[src/rtl/mmio_host_seq.sv]
// Sequences one fuzzy computation over the MMIO register bus: CTRL/T/dT writes, start, STATUS poll, result read-back.
// Each access is one strobe cycle followed by one idle cycle; the result is held in RESP until resp_ready.
module mmio_host_seq #(
  parameter int TIMEOUT = 1000
) (
  input  logic       clk,
  input  logic       rst,
  input  logic       cmd_valid,
  output logic       cmd_ready,
  input  logic [7:0] cmd_T,
  input  logic [7:0] cmd_dT,
  input  logic       cmd_reg_mode,
  input  logic       cmd_dt_mode,
  input  logic       init_req,
  output logic       cs,
  output logic       rd,
  output logic       wr,
  output logic [7:0] addr,
  output logic [7:0] wdata,
  input  logic [7:0] rdata,
  output logic       resp_valid,
  input  logic       resp_ready,
  output logic [7:0] resp_G,
  output logic [7:0] resp_dT,
  output logic       resp_timeout
);

  localparam logic [7:0] A_STATUS = 8'h00;
  localparam logic [7:0] A_CTRL   = 8'h01;
  localparam logic [7:0] A_T      = 8'h02;
  localparam logic [7:0] A_DT     = 8'h03;
  localparam logic [7:0] A_G      = 8'h04;

  localparam logic [15:0] LIMIT = (TIMEOUT < 1)     ? 16'd1 :
                                  (TIMEOUT > 65535) ? 16'hFFFF : 16'(TIMEOUT);

  typedef enum logic [3:0] {
    S_IDLE, S_WR_CTRL, S_WR_T, S_WR_DT, S_WR_START,
    S_POLL, S_RD_G, S_RD_DT, S_RESP, S_INIT
  } state_t;

  typedef struct packed {
    logic       cs;
    logic       rd;
    logic       wr;
    logic [7:0] addr;
    logic [7:0] wdata;
  } bus_t;

  localparam bus_t BUS_IDLE = '0;

  function automatic bus_t bus_wr(input logic [7:0] a, input logic [7:0] d);
    bus_t b;
    b.cs    = 1'b1;
    b.rd    = 1'b0;
    b.wr    = 1'b1;
    b.addr  = a;
    b.wdata = d;
    return b;
  endfunction

  function automatic bus_t bus_rd(input logic [7:0] a);
    bus_t b;
    b.cs    = 1'b1;
    b.rd    = 1'b1;
    b.wr    = 1'b0;
    b.addr  = a;
    b.wdata = 8'h00;
    return b;
  endfunction

  function automatic logic [7:0] ctrl(input logic init, input logic dtm,
                                     input logic rgm, input logic start);
    return {4'b0000, init, dtm, rgm, start};
  endfunction

  state_t      state_q;
  logic        gap_q;
  bus_t        bus_q;
  logic        reg_mode_q, dt_mode_q;
  logic [7:0]  t_q, dt_q;
  logic [15:0] cnt_q, cnt_d;
  logic        resp_valid_q, resp_to_q;
  logic [7:0]  resp_g_q, resp_dt_q;

  assign cnt_d = (cnt_q == 16'hFFFF) ? cnt_q : cnt_q + 16'd1;

  assign cmd_ready    = (state_q == S_IDLE) && !init_req;
  assign cs           = bus_q.cs;
  assign rd           = bus_q.rd;
  assign wr           = bus_q.wr;
  assign addr         = bus_q.addr;
  assign wdata        = bus_q.wdata;
  assign resp_valid   = resp_valid_q;
  assign resp_G       = resp_g_q;
  assign resp_dT      = resp_dt_q;
  assign resp_timeout = resp_to_q;

  // Access states enter with gap_q=1 (the idle cycle after the previous access)
  // and launch their own strobe at the end of that gap; the strobe cycle has gap_q=0.
  always_ff @(posedge clk) begin
    if (rst) begin
      state_q      <= S_IDLE;
      gap_q        <= 1'b0;
      bus_q        <= BUS_IDLE;
      reg_mode_q   <= 1'b0;
      dt_mode_q    <= 1'b1;
      t_q          <= 8'h00;
      dt_q         <= 8'h00;
      cnt_q        <= 16'h0000;
      resp_valid_q <= 1'b0;
      resp_to_q    <= 1'b0;
      resp_g_q     <= 8'h00;
      resp_dt_q    <= 8'h00;
    end else begin
      bus_q <= BUS_IDLE;
      case (state_q)
        S_IDLE: begin
          gap_q <= 1'b0;
          if (init_req) begin
            state_q <= S_INIT;
            bus_q   <= bus_wr(A_CTRL, ctrl(1'b1, dt_mode_q, reg_mode_q, 1'b0));
          end else if (cmd_valid) begin
            state_q    <= S_WR_CTRL;
            t_q        <= cmd_T;
            dt_q       <= cmd_dT;
            reg_mode_q <= cmd_reg_mode;
            dt_mode_q  <= cmd_dt_mode;
            resp_to_q  <= 1'b0;
            resp_g_q   <= 8'h00;
            resp_dt_q  <= 8'h00;
            bus_q      <= bus_wr(A_CTRL, ctrl(1'b0, cmd_dt_mode, cmd_reg_mode, 1'b0));
          end
        end
        S_WR_CTRL: begin
          gap_q   <= 1'b1;
          state_q <= S_WR_T;
        end
        S_WR_T: begin
          if (gap_q) begin
            gap_q <= 1'b0;
            bus_q <= bus_wr(A_T, t_q);
          end else begin
            gap_q   <= 1'b1;
            state_q <= dt_mode_q ? S_WR_START : S_WR_DT;
          end
        end
        S_WR_DT: begin
          if (gap_q) begin
            gap_q <= 1'b0;
            bus_q <= bus_wr(A_DT, dt_q);
          end else begin
            gap_q   <= 1'b1;
            state_q <= S_WR_START;
          end
        end
        S_WR_START: begin
          if (gap_q) begin
            gap_q <= 1'b0;
            cnt_q <= 16'h0000;
            bus_q <= bus_wr(A_CTRL, ctrl(1'b0, dt_mode_q, reg_mode_q, 1'b1));
          end else begin
            gap_q   <= 1'b1;
            state_q <= S_POLL;
          end
        end
        S_POLL: begin
          if (gap_q) begin
            gap_q <= 1'b0;
            bus_q <= bus_rd(A_STATUS);
          end else begin
            gap_q <= 1'b1;
            if (rdata[1] && !rdata[0]) begin
              state_q <= S_RD_G;
            end else begin
              cnt_q <= cnt_d;
              if (cnt_d >= LIMIT) begin
                resp_to_q <= 1'b1;
                state_q   <= S_RESP;
              end
            end
          end
        end
        S_RD_G: begin
          if (gap_q) begin
            gap_q <= 1'b0;
            bus_q <= bus_rd(A_G);
          end else begin
            gap_q    <= 1'b1;
            resp_g_q <= rdata;
            state_q  <= S_RD_DT;
          end
        end
        S_RD_DT: begin
          if (gap_q) begin
            gap_q <= 1'b0;
            bus_q <= bus_rd(A_DT);
          end else begin
            gap_q     <= 1'b1;
            resp_dt_q <= rdata;
            state_q   <= S_RESP;
          end
        end
        S_RESP: begin
          if (gap_q) begin
            gap_q        <= 1'b0;
            resp_valid_q <= 1'b1;
          end else if (resp_ready) begin
            resp_valid_q <= 1'b0;
            state_q      <= S_IDLE;
          end
        end
        S_INIT: begin
          if (gap_q) begin
            gap_q   <= 1'b0;
            state_q <= S_IDLE;
          end else begin
            gap_q <= 1'b1;
          end
        end
        default: begin
          gap_q   <= 1'b0;
          state_q <= S_IDLE;
        end
      endcase
    end
  end

endmodule
[config.mk]
export PLATFORM = sky130hd
export DESIGN_NAME = mmio_host_seq
export DESIGN_NICKNAME = d
export VERILOG_FILES = /design/src/rtl/mmio_host_seq.sv
export SDC_FILE = /design/constraint.sdc
export NUM_CORES = 1
export LEC_CHECK = 0
export CAP_MARGIN = 20
export CORE_ASPECT_RATIO = 0.8
export CORE_MARGIN = 5
export CORE_UTILIZATION = 47
export CTS_CLUSTER_SIZE = 28
export DETAILED_ROUTE_END_ITERATION = 10
export PLACE_DENSITY_LB_ADDON = 0.15
export REMOVE_ABC_BUFFERS = 1
export SYNTH_ARGS = -nofsm -noshare
export SYNTH_HDL_FRONTEND = slang
export SYNTH_SLANG_ARGS = --single-unit
[constraint.sdc]
create_clock -name clk -period 2.2 [get_ports clk]
set_input_delay 0.44 -clock clk [delete_from_list [all_inputs] [get_ports clk]]
set_output_delay 0.44 -clock clk [all_outputs]
set_load 0.02 [all_outputs]
==> summary.txt, run 1 <==
STA
  • Final count of pins violating max slew: 0
  • Max-Slew Margin vs Limit: roughly three fifths
  • Final setup violation count: 0
  • Setup TNS: 0 ns
  • Setup skew after layout: 0.00875 ns
  • Post-layout minimum cycle time: 2.14 ns
  • Unrepaired setup endpoints after global routing: true
  • Highest achievable clock rate: 468 MHz
  • Worst-margin pin slew: 0.595 ns
  • Post-route clock period utilization: 97.1%
  • Count of endpoints failing hold in the final timing report: 0

Placed design
  • Number of cells after detailed placement: 616
  • RePlAce Congestion: 0.868
  • Number of I/O port buffers: 63
  • HPWL after DPL: 6780 um

Die
  • Rows: 28
  • Effective utilization at floorplan: 48.1%
  • Vertical extent of the die: 87.6 um
  • Area of the core: 7360 um2
  • Number of placed I/O pins: 69
  • Die area: 9380 um2
  • Die X-Extent: between 100 and 150 um

Pwr
  • Switching power: 1240 uW
  • Overall power consumption: 3770 uW
  • Leakage power total: roughly 0.0017 uW
  • Worst-case vdd ir drop: 668 uV
  • Sequential power share: roughly two fifths
  • Internal power component: 2530 uW
  • Switching part of the total: 32.8%
  • Clock power frac: 30.7%
  • Power per cell area: approximately 790 nW/um2
  • Fraction of power consumed by combinational cells: slightly below 30%

Run status
  • Result of the run: finished, final reports clean

Synth
  • Share of synthesized area spent on multiplexers: 0.848%
  • Count of flip-flops with a built-in enable after synthesis: 0
  • Synth Area in Compound Gates: 22.1%
  • Share of flip-flops with an asynchronous set or reset after synthesis: 0%
  • Yosys top cell area share: 40.2%
  • Post-synthesis cell type count: 63
  • Synth area leaders: dfxtp_1 40%, nand2_1 8.3%, a21oi_1 7.6%
  • Count of state elements after synthesis: 71
  • Dominant register cell in the synthesized netlist: dfxtp_1
  • Synth Area in Adders: 0.353%
  • Xor-xnor portion of the synthesized cell area: 0.742%
  • Cell taking the most area after synthesis: dfxtp_1
  • Cell area after technology mapping: 3540 um2
  • Basic-gate share of the synthesized area counting and, or, nand and nor cells: 30.0%
  • Count of warnings emitted by yosys: 0
  • Synthesized instance count: 450
  • Combinational family with the most area after synthesis: simple AND/OR/NAND/NOR gates
  • Mean instance size in the synthesized netlist: between 7 and 8 um2
  • Sequential area share after synthesis: 40.2%

Final layout
  • Multi-input logic area: 1980 um2
  • Commonest non-fill, non-tap cells in the layout: 78 x nand2_1, 67 x dfxtp_1, 61 x clkdlybuf4s50_1, 53 x a21oi_1, 50 x buf_4
  • NumNets Final: roughly 570
  • Fill cell instance count of the final layout: 644
  • Most common library cell in the layout ignoring fill and taps: nand2_1
  • Fin cells: roughly 630
  • Share of final-layout standard cells stronger than drive strength 1: 17.6%
  • Post-synthesis to final-layout area growth: 34.9%
  • FF/Latch Area: 1430 um2
  • Count of antenna diodes in the layout: 0
  • Post-Route Utilization: 64.9%

Worst setup path
  • Gate family responsible for the most delay along the worst path: simple AND/OR/NAND/NOR gates
  • Endpoint kind of the worst setup timing path: flop
  • Crit path launch type: flop
  • Classification of the worst setup path: flop to flop
  • Bufs and invs on worst path: 1
  • Worst reg2reg path startpoint: cnt_q[5]$_SDFFE_PP0P_
  • Slowest CP cell: dfxtp_2
  • Largest fanout on the critical path: 6
  • Setup slack, reg-to-reg: between 0.06 and 0.07 ns
  • Worst endpoint required time: around 2.4 ns
  • FF-to-FF End: state_q[3]$_SDFFE_PP0P_
  • Data arrival time of the worst path: around 2.4 ns
  • Largest incremental delay on the critical path: 0.37 ns
  • Worst path cell trace: nand4_4 > nor4_4 > buf_4 > mux2i_1 > nand4_1 > a211o_2 > a21oi_2 > nor3_2
  • Worst R2R Path Depth: 8

GRT
  • Wire length of the first global-routing pass: 15700 um
  • Global-route congestion overflow total: 0
  • Maximum number of pins on one net before global-route repair: 35
  • Antenna violations before repair: 0
  • Global Route Usage Sum: 20.9%
  • Number of global-route vias before repair: 3399

Drt
  • Post-detailed-route count of antenna-violating nets: 0
  • Total length of routed wires: 9480 um
  • Total vias in the final route: about 3.5k
  • DRC violation count after routing: 0
  • Detailed Routing Iterations Pass 1: 4
  • Post-detailed-route via-to-cell ratio: roughly 5.6
  • Number of DRC markers in iteration 0: 151
  • Drt wl/cell: 15.0 um

Clocking
  • TritonCTS clock tree: yes
  • Number of buffers on the longest clock path: 2
  • CTS sink cnt: 71
  • Clk slew on worst S/H paths: 0.08 ns
  • H-tree depth: 3
  • Clock buffer count from CTS: 9
  • Insertion delay to the later sink of the worst-skew pair: 0.34 ns
  • Number of buffers added to fix hold violations after cts: 0
  • Clock tree root buffer cell: clkbuf_8

Run
  • Max-cap viol count: 0

Min path
  • Hold-critical path depth: 2
  • Hold path start: dt_q[7]$_SDFFE_PP0P_
  • Terminating pin of the worst hold path: dt_q[7]$_SDFFE_PP0P_
  • Path category of the worst min-delay check: flop to flop
[sequential cells by signal (all words and copies together) (netlist names)]
register,cells
cnt_q,16
wr,1
resp_dT,8
rd,1
t_q,8
gap_q,1
cs,1
resp_timeout,1
reg_mode_q,1
resp_valid,1
state_q,4
wdata,8
dt_mode_q,1
resp_G,8
dt_q,8
addr,3
[worst max path at each step]
| stage | startpoint | endpoint | slack (ns) | cells past startpoint |
|---|---|---|---|---|
| 2_1_floorplan | state_q[0]$_SDFFE_PP0P_ | resp_dT[0]$_SDFFE_PP0P_ | -0.28 | 5 |
| 3_3_place_gp | rdata[0] | cnt_q[2]$_SDFFE_PP0P_ | -0.17 | 8 |
| 3_5_place_dp | rdata[0] | cnt_q[11]$_SDFFE_PP0P_ | -0.25 | 8 |
| 4_1_cts | cnt_q[5]$_SDFFE_PP0P_ | state_q[3]$_SDFFE_PP0P_ | 0.01 | 8 |
| 5_1_grt | cnt_q[4]$_SDFFE_PP0P_ | state_q[1]$_SDFFE_PP0P_ | -0.06 | 9 |
| 6_report | cnt_q[5]$_SDFFE_PP0P_ | state_q[3]$_SDFFE_PP0P_ | 0.06 | 8 |
[logic make-up after synthesis]
| group | after synthesis |
|---|---|
| muxes | 3 |
| buffers and inverters | 44 |
| other | 1 |
| xor gates and xnor gates | 3 |
| and+or+nand+nor | 202 |
| AOI/OAI and AO/OA | 125 |
| adders and majority gates | 1 |
| DFF | 71 |
[cells in the mapped netlist, types with 2 or more instances]
cell type,number
nor2_1,28
a22oi_1,10
nand4_1,2
nor4_4,2
a31o_1,2
nand3_1,25
nand2_2,2
o211ai_1,2
a31oi_1,11
or2_2,3
a21oi_1,54
buf_4,6
nand2b_1,8
a211oi_1,3
nand3b_1,4
xnor2_1,3
dfxtp_1,71
nor3b_1,2
nor4_1,2
nor3b_2,2
nand2_1,78
and2_1,6
or3_1,5
nor3_2,2
buf_2,10
mux2i_1,3
nor4_2,2
o21ai_0,17
nor2b_1,5
inv_1,4
o21ai_1,2
clkbuf_1,22
and3_1,4
buf_1,2
nor3_1,10
a311oi_1,9
[per-layer routing]
metal | GRT usage (%) | share of wire, % | vias to the layer above
met5 | 0 | 0 | -
met4 | 6.97 | 1.0 | 0
met3 | 7.07 | 6.9 | 9
met2 | 34.1 | 48 | 122
met1 | 26.2 | 44 | 1634
li1 | - | - | 1774
[worst reg2reg max path, cell delays in order, from the launching register on]
cell	delay, ns
dfxtp_2	0.37
nand4_4	0.21
nor4_4	0.33
buf_4	0.16
mux2i_1	0.19
nand4_1	0.18
a211o_2	0.35
a21oi_2	0.16
nor3_2	0.05
[cell type report]
| type | count | share of cell area (%) |
|---|---|---|
| clock buffer | 10 | 2.67 |
| clock inverter | 6 | 1.94 |
| inverter | 4 | 0.314 |
| multi-input combinational | 339 | 41.5 |
| sequential | 71 | 29.9 |
| tap | 90 | 2.36 |
| timing repair buffer | 114 | 21.4 |
[repair_timing]
item	in CTS	in global routing
pin swaps	1	3
endpoints found under the hold margin	0	0
gates resized for setup	3	10
cloned	0	0
endpoints found under the setup margin	5	8
setup buffers	1	1
[power groups by stage]
stage / clock (uW) / sequential [uW] / combinational, uW
2_1_floorplan: 0 / 1620 / 523
3_3_place_gp: 0 / 1540 / 1080
3_5_place_dp: 0 / 1540 / 1090
4_1_cts: 1180 / 1520 / 1090
5_1_grt: 1260 / 1540 / 1210
6_report: 1160 / 1520 / 1100
[per-stage QoR]
step	hold WS, ns	worst slack [ns]	area [um2]
2_1_floorplan	0.430	-0.283	3370
3_3_place_gp	0.442	-0.167	4490
3_5_place_dp	0.448	-0.252	4490
4_1_cts	0.457	0.0102	4730
5_1_grt	0.479	-0.0563	4770
6_report	0.456	0.0637	4770
Power figures use the tool's default switching activity.
==> inputs of run 2 (changes only) <==
--- a/config.mk
+++ b/config.mk
@@ -11,6 +11,7 @@
 export CORE_UTILIZATION = 47
 export CTS_CLUSTER_SIZE = 28
 export DETAILED_ROUTE_END_ITERATION = 10
+export MAX_ROUTING_LAYER = met4
 export PLACE_DENSITY_LB_ADDON = 0.15
 export REMOVE_ABC_BUFFERS = 1
 export SYNTH_ARGS = -nofsm -noshare
==> run 2 against run 1 <==
Compared with the run above:
- global-route usage grew 0.61 points
- sequential cell count is the same
- sequential power about the same
- clock skew decreased by 0.00072 ns
- clock power about the same
- sequential share of layout area hardly changed
- total power is essentially flat
- count of clock-buffer cells in the layout unchanged
- setup slack improved by 0.0066 ns
- register-to-register slack about the same
- non-clock buffer count grew 1
==> summary.txt, run 2 (synthesis gave the netlist of run 1 again) <==
Run status
  • Result of the run: finished, final reports clean

Drt
  • Detailed Routing Iterations Pass 1: 5
  • Drt wl/cell: between 10 and 15 um
  • Total length of routed wires: 9480 um
  • DRC violation count after routing: 0
  • Post-detailed-route count of antenna-violating nets: 0
  • Total vias in the final route: 3565
  • Post-detailed-route via-to-cell ratio: 5.61
  • Number of DRC markers in iteration 0: 157

Clocking
  • Clock buffer count from CTS: 9
  • Number of buffers on the longest clock path: 2
  • Insertion delay to the later sink of the worst-skew pair: between 0.3 and 0.4 ns
  • Number of buffers added to fix hold violations after cts: 0
  • H-tree depth: 3
  • TritonCTS clock tree: yes
  • Clock tree root buffer cell: clkbuf_8
  • CTS sink cnt: 71
  • Clk slew on worst S/H paths: 0.08 ns

Die
  • Area of the core: between 7000 and 8000 um2
  • Die area: 9380 um2
  • Vertical extent of the die: 87.6 um
  • Die X-Extent: 107 um
  • Effective utilization at floorplan: 48.1%
  • Number of placed I/O pins: 69
  • Rows: 28

Worst setup path
  • Endpoint kind of the worst setup timing path: flop
  • Largest fanout on the critical path: 6
  • Slowest CP cell: dfxtp_2
  • Crit path launch type: flop
  • Worst endpoint required time: 2.42 ns
  • Classification of the worst setup path: flop to flop
  • Data arrival time of the worst path: 2.35 ns
  • Largest incremental delay on the critical path: 0.35 ns
  • Worst path cell trace: nand4_4 > nor4_4 > buf_4 > mux2i_1 > nand4_1 > a211o_2 > a21oi_2 > nor3_2

Final layout
  • Largest register by flop count: cnt_q
  • Share of final-layout standard cells stronger than drive strength 1: ~18%
  • NumNets Final: about 570
  • Most common library cell in the layout ignoring fill and taps: nand2_1
  • Count of antenna diodes in the layout: 0
  • Post-synthesis to final-layout area growth: 35.1%
  • Number of flip-flops in the largest register: 16
  • Post-Route Utilization: 65.0%
  • Commonest non-fill, non-tap cells in the layout: 78 x nand2_1, 66 x dfxtp_1, 61 x clkdlybuf4s50_1, 53 x a21oi_1, 51 x buf_4

GRT
  • Global Route Usage Sum: approximately 22%
  • Global-route congestion overflow total: 0
  • Number of global-route vias before repair: 3403
  • Antenna violations before repair: 0
  • Wire length of the first global-routing pass: around 16000 um
  • Maximum number of pins on one net before global-route repair: 35

Placed design
  • Number of I/O port buffers: 63
  • Worst setup timing slack at the placement stage: -0.252 ns
  • HPWL after DPL: just under 7000 um
  • RePlAce Congestion: 0.882

Pwr
  • Sequential power share: 40.2%
  • Switching power: 1240 uW
  • Power per cell area: 789 nW/um2
  • Worst-case vdd ir drop: 671 uV
  • Fraction of power consumed by combinational cells: 29.0%
  • Internal power component: 2530 uW
  • Switching part of the total: 32.9%
  • Clock power frac: 30.8%
  • Overall power consumption: 3780 uW
  • Leakage power total: 0.00172 uW

STA
  • Max-Slew Margin vs Limit: 61.5%
  • Post-layout minimum cycle time: between 2 and 2.5 ns
  • Final count of pins violating max slew: 0
  • Post-route clock period utilization: between 90% and 100%
  • Setup skew after layout: 0.00803 ns
  • Highest achievable clock rate: 470 MHz
  • Worst-margin pin slew: 0.578 ns
  • Final setup slack of the worst path: 0.0703 ns
  • Final setup violation count: 0
  • Count of endpoints failing hold in the final timing report: 0
  • Setup TNS: 0 ns
  • Unrepaired setup endpoints after global routing: true

Min path
  • Path category of the worst min-delay check: flop to flop

Run
  • Max-cap viol count: 0
[run 2: per-layer routing]
metal / wire [um] / global-route usage [%]
met5: 0 / -
met4: 148 / 6.97
met1: 4260 / 26.5
met3: 578 / 6.34
met2: 4480 / 34.1
[run 2: per-stage QoR]
step | hold slack [ns] | std cells | cell area (um2)
2_1_floorplan | 0.430 | 414 | 3370
3_3_place_gp | 0.442 | 616 | 4490
3_5_place_dp | 0.448 | 616 | 4490
4_1_cts | 0.457 | 633 | 4730
5_1_grt | 0.479 | 635 | 4780
6_report | 0.457 | 635 | 4780
[run 2: power by group through the flow]
stage	Sequential (uW)	Combinational [uW]	Clock, uW
2_1_floorplan	1620	523	0
3_3_place_gp	1540	1080	0
3_5_place_dp	1540	1090	0
4_1_cts	1520	1090	1180
5_1_grt	1540	1210	1250
6_report	1520	1100	1160
[run 2: final timing paths]
kind	from	end	slack (ns)	depth (start not counted)
worst max-delay path	cnt_q[6]$_SDFFE_PP0P_	state_q[3]$_SDFFE_PP0P_	0.07	8
worst min register to register	dt_q[7]$_SDFFE_PP0P_	dt_q[7]$_SDFFE_PP0P_	0.46	2
worst max register to register	cnt_q[6]$_SDFFE_PP0P_	state_q[3]$_SDFFE_PP0P_	0.07	8
worst min-delay path	dt_q[7]$_SDFFE_PP0P_	dt_q[7]$_SDFFE_PP0P_	0.46	2
[run 2: layout make-up]
type | instances | area [um2]
Tap cell | 90 | 113
Clock inverter | 6 | 92.6
Inverter | 4 | 15.0
Fill cell | 643 | 2570
Clock buffer | 10 | 128
Timing Repair Buffer | 115 | 1030
Multi-Input combinational cell | 339 | 1980
Sequential cell | 71 | 1430
[run 2: worst max-delay path: cells and delay by family, from the launching register on]
kind                   cells  cell delay, ns
AND/OR/NAND/NOR            4            0.78
AO/OA/AOI/OAI              2            0.50
flip-flops                 1            0.35
multiplexers               1            0.19
buffers and inverters      1            0.16
[run 2: repair_timing]
item                                    in CTS  in global routing
pin swaps                                    1                  4
endpoints found under the setup margin       5                  8
resized for setup                            3                 11
buffers inserted                             1                  2
